--- src/rtl/mips_pkg.sv ---
// Shared encodings for the multi-cycle MIPS controller: opcodes, functs, ALU codes,
// FSM state encoding, datapath select constants and the control-word struct.
package mips_pkg;

   localparam logic [5:0] OP_RTYPE = 6'h00;
   localparam logic [5:0] OP_LW    = 6'h23;
   localparam logic [5:0] OP_SW    = 6'h2B;
   localparam logic [5:0] OP_BEQ   = 6'h04;
   localparam logic [5:0] OP_ADDI  = 6'h08;
   localparam logic [5:0] OP_J     = 6'h02;

   localparam logic [5:0] FN_ADD = 6'h20;
   localparam logic [5:0] FN_SUB = 6'h22;
   localparam logic [5:0] FN_AND = 6'h24;
   localparam logic [5:0] FN_OR  = 6'h25;
   localparam logic [5:0] FN_NOR = 6'h27;
   localparam logic [5:0] FN_SLT = 6'h2A;

   localparam logic [3:0] ALU_AND = 4'd0;
   localparam logic [3:0] ALU_OR  = 4'd1;
   localparam logic [3:0] ALU_ADD = 4'd2;
   localparam logic [3:0] ALU_SUB = 4'd6;
   localparam logic [3:0] ALU_SLT = 4'd7;
   localparam logic [3:0] ALU_NOR = 4'd12;

   localparam logic [1:0] ALUB_RT    = 2'b00;
   localparam logic [1:0] ALUB_FOUR  = 2'b01;
   localparam logic [1:0] ALUB_IMM   = 2'b10;
   localparam logic [1:0] ALUB_IMMSH = 2'b11;

   localparam logic [1:0] PCSRC_ALU    = 2'b00;
   localparam logic [1:0] PCSRC_ALUOUT = 2'b01;
   localparam logic [1:0] PCSRC_JUMP   = 2'b10;

   typedef enum logic [3:0] {
      S_FETCH   = 4'd0,
      S_DECODE  = 4'd1,
      S_MEMADR  = 4'd2,
      S_MEMRD   = 4'd3,
      S_MEMWB   = 4'd4,
      S_MEMWR   = 4'd5,
      S_RTEXE   = 4'd6,
      S_RTWB    = 4'd7,
      S_BEQ     = 4'd8,
      S_ADDIEXE = 4'd9,
      S_ADDIWB  = 4'd10,
      S_JUMP    = 4'd11
   } state_t;

   // One packed word for every datapath control, so gating and defaults are single assignments.
   typedef struct packed {
      logic       pcen;
      logic       iord;
      logic       memread;
      logic       memwrite;
      logic       irwrite;
      logic       regdst;
      logic       memtoreg;
      logic       regwrite;
      logic       alusrca;
      logic [1:0] alusrcb;
      logic [3:0] aluco;
      logic [1:0] pcsrc;
      logic       illegal;
   } ctrl_t;

endpackage

--- src/rtl/mips_multicycle_ctrl_alu_decoder.sv ---
// Combinational R-type funct decode: ALU control code plus a flag for supported functs.
module alu_decoder
   import mips_pkg::*;
(
   input  logic [5:0] funct,
   output logic [3:0] aluco,
   output logic       funct_valid
);

   always_comb begin
      aluco       = ALU_ADD;
      funct_valid = 1'b1;
      case (funct)
         FN_ADD:  aluco = ALU_ADD;
         FN_SUB:  aluco = ALU_SUB;
         FN_AND:  aluco = ALU_AND;
         FN_OR:   aluco = ALU_OR;
         FN_NOR:  aluco = ALU_NOR;
         FN_SLT:  aluco = ALU_SLT;
         default: funct_valid = 1'b0;
      endcase
   end

endmodule

--- src/rtl/mips_multicycle_ctrl.sv ---
// Main multi-cycle MIPS control FSM: state register, next-state logic and Moore output
// decode (aluco in RTEXE follows funct, pcen in BEQ follows zero).
module mips_multicycle_ctrl
   import mips_pkg::*;
(
   input  logic       clk,
   input  logic       rst_n,
   input  logic [5:0] opcode,
   input  logic [5:0] funct,
   input  logic       zero,
   output logic       pcen,
   output logic       iord,
   output logic       memread,
   output logic       memwrite,
   output logic       irwrite,
   output logic       regdst,
   output logic       memtoreg,
   output logic       regwrite,
   output logic       alusrca,
   output logic [1:0] alusrcb,
   output logic [3:0] aluco,
   output logic [1:0] pcsrc,
   output logic       illegal
);

   state_t     state_q;
   state_t     state_d;
   ctrl_t      ctrl;
   ctrl_t      ctrl_gated;
   logic [3:0] rt_aluco;
   logic       funct_valid;

   alu_decoder u_alu_decoder (
      .funct       (funct),
      .aluco       (rt_aluco),
      .funct_valid (funct_valid)
   );

   always_ff @(posedge clk or negedge rst_n) begin
      if (!rst_n) state_q <= S_FETCH;
      else        state_q <= state_d;
   end

   always_comb begin
      state_d    = S_FETCH;
      ctrl       = '0;
      ctrl.aluco = ALU_ADD;
      case (state_q)
         S_FETCH: begin
            ctrl.memread = 1'b1;
            ctrl.irwrite = 1'b1;
            ctrl.alusrcb = ALUB_FOUR;
            ctrl.pcsrc   = PCSRC_ALU;
            ctrl.pcen    = 1'b1;
            state_d      = S_DECODE;
         end
         S_DECODE: begin
            // Branch target is computed speculatively here into ALUOut.
            ctrl.alusrcb = ALUB_IMMSH;
            case (opcode)
               OP_LW, OP_SW: state_d = S_MEMADR;
               OP_BEQ:       state_d = S_BEQ;
               OP_ADDI:      state_d = S_ADDIEXE;
               OP_J:         state_d = S_JUMP;
               OP_RTYPE: begin
                  if (funct_valid) state_d = S_RTEXE;
                  else             ctrl.illegal = 1'b1;
               end
               default: ctrl.illegal = 1'b1;
            endcase
         end
         S_MEMADR: begin
            ctrl.alusrca = 1'b1;
            ctrl.alusrcb = ALUB_IMM;
            state_d      = (opcode == OP_LW) ? S_MEMRD : S_MEMWR;
         end
         S_MEMRD: begin
            ctrl.iord    = 1'b1;
            ctrl.memread = 1'b1;
            state_d      = S_MEMWB;
         end
         S_MEMWB: begin
            ctrl.regwrite = 1'b1;
            ctrl.memtoreg = 1'b1;
         end
         S_MEMWR: begin
            ctrl.iord     = 1'b1;
            ctrl.memwrite = 1'b1;
         end
         S_RTEXE: begin
            ctrl.alusrca = 1'b1;
            ctrl.alusrcb = ALUB_RT;
            ctrl.aluco   = rt_aluco;
            state_d      = S_RTWB;
         end
         S_RTWB: begin
            ctrl.regwrite = 1'b1;
            ctrl.regdst   = 1'b1;
         end
         S_BEQ: begin
            ctrl.alusrca = 1'b1;
            ctrl.alusrcb = ALUB_RT;
            ctrl.aluco   = ALU_SUB;
            ctrl.pcsrc   = PCSRC_ALUOUT;
            ctrl.pcen    = zero;
         end
         S_ADDIEXE: begin
            ctrl.alusrca = 1'b1;
            ctrl.alusrcb = ALUB_IMM;
            state_d      = S_ADDIWB;
         end
         S_ADDIWB: begin
            ctrl.regwrite = 1'b1;
         end
         S_JUMP: begin
            ctrl.pcsrc = PCSRC_JUMP;
            ctrl.pcen  = 1'b1;
         end
         default: begin
            // Unreachable encodings recover to FETCH with every control quiet.
            ctrl    = '0;
            state_d = S_FETCH;
         end
      endcase
   end

   // Reset gates the outputs immediately so nothing strobes while rst_n is low.
   assign ctrl_gated = rst_n ? ctrl : '0;

   assign pcen     = ctrl_gated.pcen;
   assign iord     = ctrl_gated.iord;
   assign memread  = ctrl_gated.memread;
   assign memwrite = ctrl_gated.memwrite;
   assign irwrite  = ctrl_gated.irwrite;
   assign regdst   = ctrl_gated.regdst;
   assign memtoreg = ctrl_gated.memtoreg;
   assign regwrite = ctrl_gated.regwrite;
   assign alusrca  = ctrl_gated.alusrca;
   assign alusrcb  = ctrl_gated.alusrcb;
   assign aluco    = ctrl_gated.aluco;
   assign pcsrc    = ctrl_gated.pcsrc;
   assign illegal  = ctrl_gated.illegal;

endmodule
--- config.mk ---
export PLATFORM = sky130hd
export DESIGN_NAME = mips_multicycle_ctrl
export DESIGN_NICKNAME = d
export VERILOG_FILES = /design/src/rtl/mips_pkg.sv /design/src/rtl/mips_multicycle_ctrl_alu_decoder.sv /design/src/rtl/mips_multicycle_ctrl.sv
export SDC_FILE = /design/constraint.sdc
export NUM_CORES = 1
export LEC_CHECK = 0
export BUFFER_PORTS_ARGS = -buffer_cell sky130_fd_sc_hd__buf_2
export CORE_UTILIZATION = 35
export CTS_CLUSTER_DIAMETER = 60
export DETAILED_ROUTE_END_ITERATION = 8
export GPL_TIMING_DRIVEN = 0
export MAX_ROUTING_LAYER = met4
export PLACE_DENSITY = 0.71
export SYNTH_ARGS = -nofsm -noshare
export SYNTH_HDL_FRONTEND = slang
export SYNTH_SLANG_ARGS = --single-unit
--- constraint.sdc ---
create_clock -name clk -period 1.8 [get_ports clk]
set_input_delay 0 -clock clk [delete_from_list [all_inputs] [get_ports clk]]
set_output_delay 0 -clock clk [all_outputs]
set_load 0.01 [all_outputs]
# Yosys cells after proc, flatten, opt, wreduce, memory -nomap -nowiden
# Cells that the tools add are included.
# word_totals
register_bits	4
output_inout_bits	18
elab_cells	57
input_bits	15
# classes
n_eq_ne	22
n_reduce_logical	12
muxes	22
# ops
cell	n
equality test 6 bit, second input constant	8
one-hot mux 4 bit (5 select lines)	2
one-hot mux 4 bit (6 select lines)	1
2-to-1 mux 18 bit	1
equality test 4 x 3 -> 1 bit, second input constant	4
equality test 4 bit, second input constant	4
one-hot mux 4 bit (3 select lines)	1
2-to-1 mux 1 bit	11
OR reduction 10 bit	1
OR reduction 2 bit	5
equality test 4 x 2 -> 1 bit, second input constant	2
equality test 6 x 2 -> 1 bit, second input constant	1
equality test 6 x 3 -> 1 bit, second input constant	1
equality test 6 x 4 -> 1 bit, second input constant	1
zero test 6 bit	1
2-to-1 mux 3 bit	2
one-hot mux 2 bit (3 select lines)	1
OR reduction 6 bit	1
OR reduction 5 bit	1
equality test 4 x 1 -> 1 bit, second input constant	1
zero test 4 bit	1
one-hot mux 1 bit (2 select lines)	2
one-hot mux 2 bit (2 select lines)	1
OR reduction 4 bit	1
OR reduction 3 bit	1

# Logic depth before layout (Yosys ltp)
# Gate-level depths: netlist of the first run.
# logic_depth
word_depth	7
mapped_depth	5
depth_no_buf	4

# Hierarchy
# Synthesis of the first run repeated with hierarchy kept, for this count alone.
# hier_totals
cells_unflattened	94
area_unflattened_um2	646.9
# modules_own_cells
module	area_per_inst_um2	cells_each	seq_area_each_um2	instances
mips_multicycle_ctrl	528.0	80	100.1	1
alu_decoder	118.9	14	0.0	1

# Worst setup path before layout of the first run
# OpenSTA, ideal clock, no wires.
# synth_timing
path_type	register to output
start	register state_q[3]
end	output port illegal
n_path_buf	1
stages_incl_launch_ff	5
setup_slack_ps	356
t_required_ps	1800
t_arrival_ps	1444
cell_sequence	dfrtp_1 buf_1 nor2_1 nand2_1 a2111oi_0
# synth_between
elab_chain_cells	3
# synth_rtl
element	line_no	rtl
start, declared	mips_multicycle_ctrl.sv:26	state_t state_q;
start signal, assigned	mips_multicycle_ctrl.sv:41	else state_q <= state_d;
equality test 4 x 1 -> 1 bit	mips_multicycle_ctrl.sv:48	case (state_q)
2-to-1 mux 1 bit	mips_multicycle_ctrl.sv:48	
2-to-1 mux 18 bit	mips_multicycle_ctrl.sv:128	assign ctrl_gated = rst_n ? ctrl : '0;
end, declared	mips_multicycle_ctrl.sv:23	output logic illegal
# Every way passes these cells.

# Worst setup path after layout of the first run
# layout_timing
start	register state_q[1]
end	output port illegal
# Same word-level chain as after synthesis.

==> results.sh, run 1 <==
export IMPL_crit_path_max_incr_delay_ns=0.40
export IMPL_via_per_inst=5.35
export IMPL_power_density_nw_per_um2=705
export IMPL_synthToLayoutAreaGrowth_pct=33.9
export IMPL_p_leak_nw=0.401
export IMPL_dieArea_sq_um=2080
export IMPL_tns_ns=0
export IMPL_max_freq_mhz=586
export IMPL_met1Wirelength_microns=791
export IMPL_place_congestion=0.872
export IMPL_drc_errors=0
export IMPL_synthMuxAreaShare_pct=1.69
export IMPL_clkTransAtPathRegs_ns=0.04
export IMPL_clock_skew_final_ns=0.00529
export IMPL_drt_first_iter_violations=14
export IMPL_final_cells=155
export IMPL_cp_slowest_cell="a2111oi_1"
export IMPL_numCtsBuffers=3
export IMPL_cts_tree="done"
export IMPL_startpoint_type="register"
export IMPL_dp_cells=151
export IMPL_worst_ep_arrival_time_ns=1.71
export IMPL_die_x_microns=45.6
export IMPL_largestRegisters="state_q x4"
export IMPL_min_period_over_period_pct=94.8
export IMPL_num_rows=15
export IMPL_start_util_pct=38.1
export IMPL_port_buffers=30
export IMPL_maxCapViolations=0
export IMPL_grt_antenna_before_repair=0
export IMPL_drive_gt1_share_pct=33.1
export IMPL_required_ns=1.80
export IMPL_hpwlAfterDp_microns=1420
export IMPL_post_route_min_period_ns=1.71
export IMPL_fillerInstances=200
export IMPL_antenna_cells=0
export IMPL_cts_root_buf="clkbuf_4"
export IMPL_core_area_sq_um=1750
export IMPL_cts_sinks=4
export IMPL_grt_usage_pct=18.8
export IMPL_routedWlPerCell_microns=11.3
export IMPL_wl_met3_microns=82
export IMPL_vias=829
export IMPL_worstPathMaxFanout=10
export IMPL_regMostFlops="state_q"
export IMPL_synthCells=96
export IMPL_grt_pass1_wl_microns=2860
export IMPL_crit_family="buffers and inverters"
export IMPL_synthSimpleGateAreaFrac_pct=42.9
export IMPL_grt_max_degree=11
export IMPL_overflow=0
export IMPL_dp_slack_ns=0.275
export IMPL_synthXorXnorAreaFrac_pct=2.64
export IMPL_synth_compound_area_share_pct=29.9
export IMPL_synth_seq_cells=4
export IMPL_nets=147
export IMPL_status="finished, final reports clean"
export IMPL_dpl_instance_area_sq_um=846
export IMPL_synth_adder_area_share_pct=1.51
export IMPL_drv_slew=0
export IMPL_synth_top_family_by_area="simple AND/OR/NAND/NOR gates"
export IMPL_syn_area_sq_um=664
export IMPL_setup_viol=0
export IMPL_clockBufferDepth=2
export IMPL_htreeDepth=1
export IMPL_setup_slack_ns=0.0941
export IMPL_mostFrequentLayoutCells="buf_2 (30), nor2_1 (13), nand2_1 (7)"
export IMPL_relSlewSlack_pct=71.9
export IMPL_layout_commonest_cell="buf_2"
export IMPL_syn_nets=111
export IMPL_finalPower_mw=0.628
export IMPL_ios=33
export IMPL_antenna_left=0
export IMPL_met2WireLength_microns=867
export IMPL_dr_pass1_iters=4
export IMPL_end_kind="output port"
export IMPL_wl_microns=1760
export IMPL_synth_distinct_cells=37
export IMPL_highest_layer="met4"
export IMPL_synth_warnings=0
export IMPL_stdcell_area_sq_um=890
export IMPL_rsz0062_at_grt="true"
export IMPL_hold_viol_final=0
export IMPL_worstSetupPathType="reg2out"
export IMPL_grt_pass1_vias=707
export IMPL_path_cells="clkbuf_1 > nand2b_2 > a2111oi_1 > buf_2"
export IMPL_hp_class="in2async"
export IMPL_worstSkewPairLatency_ns=0.24
export IMPL_avgSynthCellArea_sq_um=6.92
export IMPL_chipHeight_microns=45.6
export IMPL_yosysSeqAreaShare_pct=15.1
export IMPL_ir_drop_uv=303
export IMPL_path_buf_inv=2
export IMPL_worst_slew_pin_transition_ns=0.422
export IMPL_largest_reg_flops=4
==> per-stage QoR <==
step	hold slack, ns	util (%)
detailed placement	-0.189	48.5
floorplan	-0.296	-
CTS	0.127	50.3
global placement	-0.190	48.5
finish	0.126	51.0
global route	0.164	51.0
==> layer usage <==
metal / vias to the layer above / GRT usage, %
li1: 425 / -
met5: - / -
met2: 29 / 34.0
met4: 0 / 3.64
met3: 2 / 1.19
met1: 373 / 22.7
==> power by group <==
part / leakage [nW] / internal, mW / total (mW) / switching (mW)
registers: 0.0533 / 0.109 / 0.135 / 0.0257
clock network: 0.0138 / 0.0745 / 0.111 / 0.0368
logic: 0.334 / 0.153 / 0.381 / 0.228
==> Yosys cell counts (all sizes together) <==
library cell	count	share of area, %
nor3	4	3.0
a21o	2	2.3
inv	4	2.3
nor2	13	7.3
or2b	1	1.1
o32a	1	1.5
a211oi	2	2.3
a221oi	1	2.3
dfrtp	4	15
a31oi	2	1.9
o21ai	4	3.0
a22oi	1	1.1
nor3b	3	3.4
a21oi	6	4.5
o21a	2	2.3
nand2b	6	5.7
buf	2	1.1
or2	2	1.9
mux2	1	1.7
nor2b	2	1.9
nand2	7	4.0
a41o	1	1.5
a2111oi	1	1.3
o22ai	1	0.94
o221ai	1	1.3
or4	1	1.7
maj3	1	1.5
nor4b	2	2.6
nand3b	3	3.4
nor4	3	5.1
or3	2	1.9
a21boi	1	1.1
a211o	2	2.6
clkbuf	5	2.8
xnor2	2	2.6
==> path summary, 6_finish.rpt <==
kind,from,end,slack (ns),cells after the start
worst min-delay path,rst_n,state_q[3],0.13,2
max in group asynchronous,rst_n,state_q[1],1.51,2
worst max-delay path,state_q[1],illegal,0.09,4
worst min register to register,state_q[1],state_q[0],0.65,2
min in group clk,opcode[4],state_q[3],0.17,4
worst max register to register,state_q[1],state_q[1],0.44,5
==> area by class of cell <==
type | instances | area (sq um) | area share, %
clock buffers | 3 | 22.5 | 2.53
repair buffers | 31 | 160 | 18.0
flip-flops and latches | 4 | 100 | 11.3
multi-input cells | 81 | 532 | 59.8
plain buffers | 7 | 28.8 | 3.23
well taps | 25 | 31.3 | 3.52
inverters | 4 | 15.0 | 1.69
==> cell families after synthesis <==
logic type               after synthesis
AO/OA/AOI/OAI                         28
XOR/XNOR                               2
adder cells (fa/ha/maj)                1
buffers and inverters                 11
flip-flops                             4
multiplexers                           1
AND/OR/NAND/NOR                       49
==> repair_timing <==
action,CTS,global route
endpoints found under the hold margin,4,0
buffers inserted,0,0
setup endpoints to repair,0,3
resized for setup,0,5
hold buffers,1,0
Power figures use the tool's default switching activity.
==> inputs of run 2 (changes only) <==
--- a/config.mk
+++ b/config.mk
@@ -11,7 +11,7 @@
 export DETAILED_ROUTE_END_ITERATION = 8
 export GPL_TIMING_DRIVEN = 0
 export MAX_ROUTING_LAYER = met4
-export PLACE_DENSITY = 0.71
+export PLACE_DENSITY_LB_ADDON = 0.3
 export SYNTH_ARGS = -nofsm -noshare
 export SYNTH_HDL_FRONTEND = slang
 export SYNTH_SLANG_ARGS = --single-unit
==> results.sh, run 2 (same netlist as run 1, synthesis figures left out) <==
export IMPL_rsz0062_at_grt="false"
export IMPL_dieArea_sq_um=2080
export IMPL_relSlewSlack_pct=69.1
export IMPL_synthToLayoutAreaGrowth_pct=33.1
export IMPL_hp_class="in2async"
export IMPL_grt_usage_pct=17.8
export IMPL_ir_drop_uv=273
export IMPL_grt_pass1_wl_microns=2630
export IMPL_mostFrequentLayoutCells="buf_2 (30), nor2_1 (13), nand2_1 (7)"
export IMPL_finalPower_mw=0.619
export IMPL_ios=33
export IMPL_path_cells="clkbuf_1 > nand2b_2 > a2111oi_0 > buf_2"
export IMPL_layout_commonest_cell="buf_2"
export IMPL_grt_antenna_before_repair=0
export IMPL_start_util_pct=38.1
export IMPL_wl_microns=1790
export IMPL_p_leak_nw=0.399
export IMPL_power_density_nw_per_um2=700
export IMPL_clkTransAtPathRegs_ns=0.04
export IMPL_port_buffers=30
export IMPL_grt_max_degree=11
export IMPL_place_congestion=0.829
export IMPL_chipHeight_microns=45.6
export IMPL_stdcell_area_sq_um=885
export IMPL_post_cts_buffers=0
export IMPL_cts_root_buf="clkbuf_4"
export IMPL_antenna_left=0
export IMPL_startpoint_type="register"
export IMPL_die_x_microns=45.6
export IMPL_cts_tree="done"
export IMPL_setup_viol=0
export IMPL_drive_gt1_share_pct=33.3
export IMPL_holdWs_ns=0.109
export IMPL_core_area_sq_um=1750
export IMPL_drt_first_iter_violations=12
export IMPL_numCtsBuffers=3
export IMPL_wl_met3_microns=70
export IMPL_cts_sinks=4
export IMPL_required_ns=1.80
export IMPL_worst_slew_pin_transition_ns=0.463
export IMPL_max_freq_mhz=583
export IMPL_end_kind="output port"
export IMPL_largest_reg_flops=4
export IMPL_via_per_inst=5.33
export IMPL_final_core_util_pct=50.7
export IMPL_worstSetupPathType="reg2out"
export IMPL_overflow=0
export IMPL_post_route_min_period_ns=1.72
export IMPL_hpwlAfterDp_microns=1430
export IMPL_drc_errors=0
export IMPL_clock_skew_final_ns=0.00449
export IMPL_status="finished, final reports clean"
export IMPL_maxCapViolations=0
export IMPL_tns_ns=0
export IMPL_highest_layer="met4"
export IMPL_min_period_over_period_pct=95.3
export IMPL_num_rows=15
export IMPL_dr_pass1_iters=4
export IMPL_vias=821
export IMPL_crit_path_max_incr_delay_ns=0.40
export IMPL_drv_slew=0
export IMPL_routedWlPerCell_microns=11.6
export IMPL_cp_slowest_cell="a2111oi_0"
export IMPL_met1Wirelength_microns=827
export IMPL_htreeDepth=1
export IMPL_met2WireLength_microns=878
export IMPL_regMostFlops="state_q"
export IMPL_hold_viol_final=0
export IMPL_clockBufferDepth=2
export IMPL_nets=146
export IMPL_worstSkewPairLatency_ns=0.23
export IMPL_antenna_cells=0
export IMPL_worst_ep_arrival_time_ns=1.72
export IMPL_dpl_instance_area_sq_um=846
export IMPL_grt_pass1_vias=647
export IMPL_largestRegisters="state_q x4"
export IMPL_worstPathMaxFanout=10
-- run 2: cell count changes in the layout (fill, tap and decap cells not counted), sizes merged --
cell    change
clkbuf      -1
-- run 2: where the power goes --
group	internal (mW)	switching (mW)	leakage (nW)
clock	0.0744	0.0345	0.0138
combinational	0.150	0.218	0.332
sequential	0.109	0.0336	0.0533
-- run 2: path summary, 6_finish.rpt --
kind                            start         end  slack (ns)  cells after the start
max                        state_q[1]     illegal        0.08                      4
min                             rst_n  state_q[1]        0.11                      2
max reg2reg                state_q[1]  state_q[1]        0.37                      5
min reg2reg                state_q[1]  state_q[0]        0.67                      2
max in group asynchronous       rst_n  state_q[3]        1.56                      2
min in group clk            opcode[4]  state_q[3]        0.19                      4
-- run 2: worst max-delay path: cells and delay by family (launching register included) --
family                 cells  cell delay (ns)
and+or+nand+nor            1             0.29
buffers and inverters      2             0.43
DFF                        1             0.36
AOI/OAI and AO/OA          1             0.40
-- run 2: layout make-up --
type | count | area [sq um]
Inverter | 4 | 15.0
Multi-Input combinational cell | 81 | 531
Fill cell | 192 | 861
Timing Repair Buffer | 31 | 160
Tap cell | 25 | 31.3
Clock buffer | 3 | 22.5
Sequential cell | 4 | 100
Buffer | 6 | 25.0
-- run 2: repair_timing --
item | CTS | global route
hold buffers | 1 | 0
endpoints found under the hold margin | 4 | 0
gates resized for setup | 0 | 5
setup endpoints to repair | 0 | 4
-- run 2: metrics by stage --
stage,setup slack (ns),instances
final,0.0844,154
after global placement,0.295,151
after detailed placement,0.278,151
after global routing,0.00765,154
after floorplan,0.356,96
after CTS,0.0189,155
-- run 2: metal layers --
layer  vias to the layer above  global-route usage, %
li1                        425                      -
met1                       362                   20.7
met2                        30                   31.1
met3                         4                   1.19
met4                         0                   7.27
met5                         -                      -
